==> src/rtl/mem_arb_pkg.sv <==
// Shared types and constants for the unified-memory arbiter between the fetch and data ports.
package mem_arb_pkg;

    typedef enum logic [1:0] {
        IDLE  = 2'd0,
        ISSUE = 2'd1,
        WAIT  = 2'd2
    } state_t;

    typedef enum logic [1:0] {
        NONE  = 2'd0,
        FETCH = 2'd1,
        DATA  = 2'd2
    } owner_t;

    localparam logic [1:0] SZ_BYTE = 2'd0;
    localparam logic [1:0] SZ_WORD = 2'd2;

endpackage

==> src/rtl/mem_arb_prio.sv <==
// Grant decision for the two memory ports: data normally wins, but a waiting fetch
// is guaranteed a grant after MAX_DATA_STREAK back-to-back data grants.
module mem_arb_prio #(
    parameter int MAX_DATA_STREAK = 4
) (
    input  logic clk,
    input  logic rst,
    input  logic if_req,
    input  logic dm_req,
    input  logic arb_en,
    output logic grant_if,
    output logic grant_dm
);

    localparam int SW = $clog2(MAX_DATA_STREAK + 1);
    localparam logic [SW-1:0] STREAK_MAX = SW'(MAX_DATA_STREAK);

    logic [SW-1:0] streak_q;
    logic [SW-1:0] streak_d;
    logic          fetch_wins;

    always_comb begin
        fetch_wins = if_req && (!dm_req || (streak_q == STREAK_MAX));
        grant_if   = arb_en && fetch_wins;
        grant_dm   = arb_en && dm_req && !fetch_wins;
        streak_d   = streak_q;
        // Only real arbitrations (some request present) move the counter.
        if (grant_if || (grant_dm && !if_req)) begin
            streak_d = '0;
        end else if (grant_dm && (streak_q != STREAK_MAX)) begin
            streak_d = streak_q + 1'b1;
        end
    end

    always_ff @(posedge clk or negedge rst) begin
        if (!rst) begin
            streak_q <= '0;
        end else begin
            streak_q <= streak_d;
        end
    end

endmodule

==> src/rtl/mem_arbiter.sv <==
// Shares one single-ported variable-latency memory between instruction fetch and
// load/store, with one outstanding transaction, fetch-drop on redirect and stall outputs.
module mem_arbiter
    import mem_arb_pkg::*;
#(
    parameter int ADDR_WIDTH      = 32,
    parameter int DATA_WIDTH      = 32,
    parameter int MAX_DATA_STREAK = 4
) (
    input  logic                  clk,
    input  logic                  rst,
    input  logic                  if_req,
    input  logic [ADDR_WIDTH-1:0] if_addr,
    input  logic                  if_flush,
    output logic [DATA_WIDTH-1:0] if_rdata,
    output logic                  if_valid,
    input  logic                  dm_req,
    input  logic                  dm_we,
    input  logic [1:0]            dm_size,
    input  logic [ADDR_WIDTH-1:0] dm_addr,
    input  logic [DATA_WIDTH-1:0] dm_wdata,
    output logic [DATA_WIDTH-1:0] dm_rdata,
    output logic                  dm_valid,
    output logic                  mem_req,
    output logic                  mem_we,
    output logic [1:0]            mem_size,
    output logic [ADDR_WIDTH-1:0] mem_addr,
    output logic [DATA_WIDTH-1:0] mem_wdata,
    input  logic                  mem_ready,
    input  logic                  mem_rvalid,
    input  logic [DATA_WIDTH-1:0] mem_rdata,
    output logic                  stall_if,
    output logic                  stall_dm,
    output logic [1:0]            dbg_state
);

    // Handshakes: a requester holds req and its fields until its one-cycle valid
    // pulse; mem_req is held with stable fields until the cycle mem_ready=1, and the
    // single outstanding transaction completes on the first mem_rvalid after that.

    state_t                state_q, state_d;
    owner_t                owner_q, owner_d;
    logic                  drop_q, drop_d;
    logic                  mem_req_q, mem_req_d;
    logic                  mem_we_q, mem_we_d;
    logic [1:0]            mem_size_q, mem_size_d;
    logic [ADDR_WIDTH-1:0] mem_addr_q, mem_addr_d;
    logic [DATA_WIDTH-1:0] mem_wdata_q, mem_wdata_d;
    logic                  if_valid_q, if_valid_d;
    logic                  dm_valid_q, dm_valid_d;
    logic [DATA_WIDTH-1:0] if_rdata_q, if_rdata_d;
    logic [DATA_WIDTH-1:0] dm_rdata_q, dm_rdata_d;
    logic                  arb_en;
    logic                  grant_if;
    logic                  grant_dm;

    assign arb_en = (state_q == IDLE);

    mem_arb_prio #(
        .MAX_DATA_STREAK(MAX_DATA_STREAK)
    ) u_prio (
        .clk     (clk),
        .rst     (rst),
        .if_req  (if_req),
        .dm_req  (dm_req),
        .arb_en  (arb_en),
        .grant_if(grant_if),
        .grant_dm(grant_dm)
    );

    always_comb begin
        state_d     = state_q;
        owner_d     = owner_q;
        drop_d      = drop_q;
        mem_req_d   = mem_req_q;
        mem_we_d    = mem_we_q;
        mem_size_d  = mem_size_q;
        mem_addr_d  = mem_addr_q;
        mem_wdata_d = mem_wdata_q;
        if_rdata_d  = if_rdata_q;
        dm_rdata_d  = dm_rdata_q;
        if_valid_d  = 1'b0;
        dm_valid_d  = 1'b0;

        case (state_q)
            IDLE: begin
                drop_d = 1'b0;
                if (grant_dm) begin
                    mem_req_d   = 1'b1;
                    mem_we_d    = dm_we;
                    mem_size_d  = dm_size;
                    mem_addr_d  = dm_addr;
                    mem_wdata_d = dm_wdata;
                    owner_d     = DATA;
                    state_d     = ISSUE;
                end else if (grant_if) begin
                    mem_req_d   = 1'b1;
                    mem_we_d    = 1'b0;
                    mem_size_d  = SZ_WORD;
                    mem_addr_d  = if_addr;
                    mem_wdata_d = '0;
                    owner_d     = FETCH;
                    state_d     = ISSUE;
                end
            end

            ISSUE: begin
                if (if_flush && (owner_q == FETCH)) begin
                    drop_d = 1'b1;
                end
                if (mem_ready) begin
                    mem_req_d = 1'b0;
                    state_d   = WAIT;
                end
            end

            WAIT: begin
                if (if_flush && (owner_q == FETCH)) begin
                    drop_d = 1'b1;
                end
                if (mem_rvalid) begin
                    state_d = IDLE;
                    owner_d = NONE;
                    drop_d  = 1'b0;
                    if (owner_q == FETCH) begin
                        if_rdata_d = mem_rdata;
                        // A flush landing on the response cycle still kills it.
                        if_valid_d = !(drop_q || if_flush);
                    end else if (owner_q == DATA) begin
                        dm_valid_d = 1'b1;
                        if (!mem_we_q) begin
                            dm_rdata_d = mem_rdata;
                        end
                    end
                end
            end

            default: begin
                state_d = IDLE;
                owner_d = NONE;
            end
        endcase
    end

    always_ff @(posedge clk or negedge rst) begin
        if (!rst) begin
            state_q     <= IDLE;
            owner_q     <= NONE;
            drop_q      <= 1'b0;
            mem_req_q   <= 1'b0;
            mem_we_q    <= 1'b0;
            mem_size_q  <= 2'd0;
            mem_addr_q  <= '0;
            mem_wdata_q <= '0;
            if_valid_q  <= 1'b0;
            dm_valid_q  <= 1'b0;
            if_rdata_q  <= '0;
            dm_rdata_q  <= '0;
        end else begin
            state_q     <= state_d;
            owner_q     <= owner_d;
            drop_q      <= drop_d;
            mem_req_q   <= mem_req_d;
            mem_we_q    <= mem_we_d;
            mem_size_q  <= mem_size_d;
            mem_addr_q  <= mem_addr_d;
            mem_wdata_q <= mem_wdata_d;
            if_valid_q  <= if_valid_d;
            dm_valid_q  <= dm_valid_d;
            if_rdata_q  <= if_rdata_d;
            dm_rdata_q  <= dm_rdata_d;
        end
    end

    assign mem_req   = mem_req_q;
    assign mem_we    = mem_we_q;
    assign mem_size  = mem_size_q;
    assign mem_addr  = mem_addr_q;
    assign mem_wdata = mem_wdata_q;
    assign if_valid  = if_valid_q;
    assign dm_valid  = dm_valid_q;
    assign if_rdata  = if_rdata_q;
    assign dm_rdata  = dm_rdata_q;
    assign stall_if  = if_req & ~if_valid_q;
    assign stall_dm  = dm_req & ~dm_valid_q;
    assign dbg_state = state_q;

endmodule

==> config.mk <==
export PLATFORM = sky130hd
export DESIGN_NAME = mem_arbiter
export DESIGN_NICKNAME = d
export VERILOG_FILES = /design/src/rtl/mem_arb_pkg.sv /design/src/rtl/mem_arb_prio.sv /design/src/rtl/mem_arbiter.sv
export SDC_FILE = /design/constraint.sdc
export NUM_CORES = 1
export LEC_CHECK = 0
export BUFFER_PORTS_ARGS = -buffer_cell sky130_fd_sc_hd__buf_2
export CORE_ASPECT_RATIO = 0.8
export CORE_UTILIZATION = 52
export CTS_BUF_LIST = sky130_fd_sc_hd__clkbuf_4 sky130_fd_sc_hd__clkbuf_8
export DETAILED_ROUTE_END_ITERATION = 16
export GPL_TIMING_DRIVEN = 0
export MAX_ROUTING_LAYER = met4
export PLACE_DENSITY_LB_ADDON = 0.25
export SLEW_MARGIN = 15
export SYNTH_ARGS = -nofsm -noshare
export SYNTH_HDL_FRONTEND = slang
export SYNTH_HIERARCHICAL = 1
export SYNTH_SLANG_ARGS = --single-unit
==> constraint.sdc <==
create_clock -name clk -period 3.67 [get_ports clk]
set_clock_uncertainty 0.05 [all_clocks]
set_input_delay 0.734 -clock clk [delete_from_list [all_inputs] [get_ports clk]]
set_output_delay 0.734 -clock clk [all_outputs]
set_load 0.05 [all_outputs]
==> flow_metrics.tcl <==
set metrics [dict create \
    pin_count 276 \
    dp_slack_ns 1.171 \
    dr.first_iter.drc_count 175 \
    port_buffers 275 \
    cpMaxStageDelayCell "dfrtp_1" \
    synth.avg_cell_area_um2 13.82 \
    synth.distinct_cells 36 \
    hold_path.class "in -> async" \
    synth_top_area_cell "dfrtp_1" \
    fillers 822 \
    vdd_ir_drop_max_mv 0.7205 \
    ys_warn_count 6 \
    yosys.area.top_type_share_pct 60.79 \
    period_share_pct 69.02 \
    cts_buffer_depth 2 \
    first_pass_iters 4 \
    yosys-top-cells-area "dfrtp_1, mux2_4, mux2_2" \
    worstPathCellList "inv_1, ha_1, nand2_1, a31oi_1, buf_2, buf_2, mux2i_1, o21ai_0" \
    status "finished, final reports clean" \
    antenna_left 0 \
    final_cell_mix "buf_2, dfrtp_1, nand2_1" \
    synthCells 423 \
    clk_latency_ns 0.43 \
    die_area_um2 11670 \
    p_per_area_nw_per_um2 1057 \
    rsz0062_at_grt "false" \
    final_nets 863 \
    num_rows 34 \
    area_growth_syn_to_layout_pct 34.40 \
    dr_wl_met2_mm 7.908 \
    slew_headroom_pct 64.30 \
    cts_root_buf "clkbuf_8" \
    ys_seq_elements 142 \
    yosysSeqAreaShare_pct 60.79 \
    setup-violations-final 0 \
    cpPeakStageDelay_ns 0.43 \
    layout_commonest_cell "buf_2" \
    met1_length_mm 6.011 \
    finalWorstSetupSlack_ns 1.137 \
    antenna_found_initial 0 \
    cts_resized 0 \
    grt_first_pass_wirelength_mm 23.97 \
    cts_hold_buf 0 \
    power_w 0.008306 \
    num_antenna_cells 0 \
    drive_gt1_share_pct 53.76 \
    drcViolationCount 0 \
    overflow 0 \
    cts_tree "built" \
    synth_fp_nets 568 \
    grt_use_total_pct 27.85 \
    grt_max_degree 75 \
    hold_violations 0 \
    drv_slew 0 \
    die_y_um 96.83 \
    start_kind "flip-flop" \
    drt-wirelength-per-cell_um 17.41 \
    post_cts_buffers 0 \
    routed-via-count 4544 \
    core_area_um2 10890 \
    path_buf_inv 3 \
    worst_pin_slew_ns 0.5356 \
    cp.arrival_ns 2.79 \
    leakage_nw 4.277 \
    grt_pass1_vias 4731 \
    critPathMaxFanout 12 \
    initial_core_util_pct 53.68 \
    synth_area_um2 5846 \
    cts_buffers 17 \
    r2r_slack_ns 1.14 \
    cts.reportedPaths.clkPinSlew_ns 0.08 \
    cts.sinks 142 \
    crit_top_cell "buf_2" \
    wl_met3_mm 1.103 \
    fp.dieW_um 120.5 \
    viasPerCell 5.193 \
    required_ns 3.93 \
    maxCapViolCount 0 \
    cp-end-kind "flip-flop" \
    topRoutingLayerUsed "met4" \
    globalplace.congestion 0.7928 \
    crit_type "reg -> reg" \
    htreeDepth 4 \
    fmax_mhz 394.8 \
    hpwl_mm 11.47 \
    drt-total-wl_mm 15.23 \
    path_delay_family "buffers and inverters" \
    period_minus_slack_ns 2.533 \
]
## flip-flops by register name (all words and copies together), names as in the netlist
signal	count
dm_valid	1
mem_we	1
if_valid	1
dm_rdata	32
if_rdata	32
u_prio/streak_q	3
mem_req	1
drop_q	1
mem_size	2
mem_wdata	32
owner_q	2
mem_addr	32
dbg_state	2
## cell families after synthesis
logic type,Yosys count,synth area share (%)
adders and majority gates,7,1.498
muxes,97,19.93
buffers and inverters,33,2.996
and+or+nand+nor,60,4.752
AOI/OAI and AO/OA,84,10.04
DFF,142,60.79
## area by class of cell
cell class,instances,area (um2),area share (%)
plain buffers,26,148.9,1.895
clock buffers,21,276.5,3.520
clock inverters,11,140.1,1.784
inverters,7,26.28,0.3344
multi-input cells,248,2117,26.95
flip-flops and latches,142,3553,45.23
well taps,144,180.2,2.293
repair buffers,276,1414,18.00
## worst paths after layout
path	end	depth (start not counted)	start
max in group asynchronous	dm_rdata[16]$_DFFE_PN0P_	2	rst
worst min-delay path	dm_rdata[24]$_DFFE_PN0P_	1	rst
min in group clk	if_valid$_DFF_PN0_	1	drop_q$_DFFE_PN0P_
worst max register to register	mem_addr[8]$_DFFE_PN0P_	8	dbg_state[1]$_DFFE_PN0P_
worst min register to register	if_valid$_DFF_PN0_	1	drop_q$_DFFE_PN0P_
worst max-delay path	mem_addr[8]$_DFFE_PN0P_	8	dbg_state[1]$_DFFE_PN0P_
## routing by layer
layer / global-route usage (%) / vias to the layer above
li1: - / 2103
met1: 32.13 / 2234
met2: 46.82 / 189
met3: 7.901 / 18
met4: 9.022 / 0
met5: - / -
## where the power goes
group	switching [W]	internal [W]
sequential	0.000368	0.00221
combinational	0.00321	0.00122
clock	0.000578	0.000720
total	0.00415	0.00415
## stage by stage
| step | std cells | TNS, ns | hold WS, ns | instance area (um2) | util [%] |
|---|---|---|---|---|---|
| 2_1_floorplan | 423 | 0 | 0.3588 | 5846 | - |
| 3_3_place_gp | 842 | -5.076 | 0.3706 | 7402 | 67.97 |
| 3_5_place_dp | 843 | 0 | 0.3769 | 7440 | 68.31 |
| 4_1_cts | 875 | 0 | 0.1923 | 7856 | 72.14 |
| 5_1_grt | 875 | 0 | 0.2093 | 7856 | 72.14 |
| 6_report | 875 | 0 | 0.1948 | 7856 | 72.14 |
## cells in the mapped netlist
library cell,n
o21ai_0,34
nand3_1,1
nand2_1,42
buf_4,2
ha_1,7
o32a_1,2
and2_1,1
o21ai_1,3
a31oi_1,1
buf_6,4
o22a_1,1
o21a_1,1
mux2_4,30
dfrtp_1,142
nor3_1,3
a32o_2,1
nand4b_1,1
mux2i_1,32
and4b_1,1
inv_1,7
nand4_1,1
nor4bb_1,1
clkbuf_1,8
o22ai_1,1
mux2_2,35
o21ai_2,1
nor2_1,2
a211oi_1,1
o311ai_0,2
nor2b_4,1
nor2b_1,5
a21oi_1,2
buf_1,1
a22o_1,34
buf_2,11
nand2b_1,1
(Power assumes the default switching activity.)
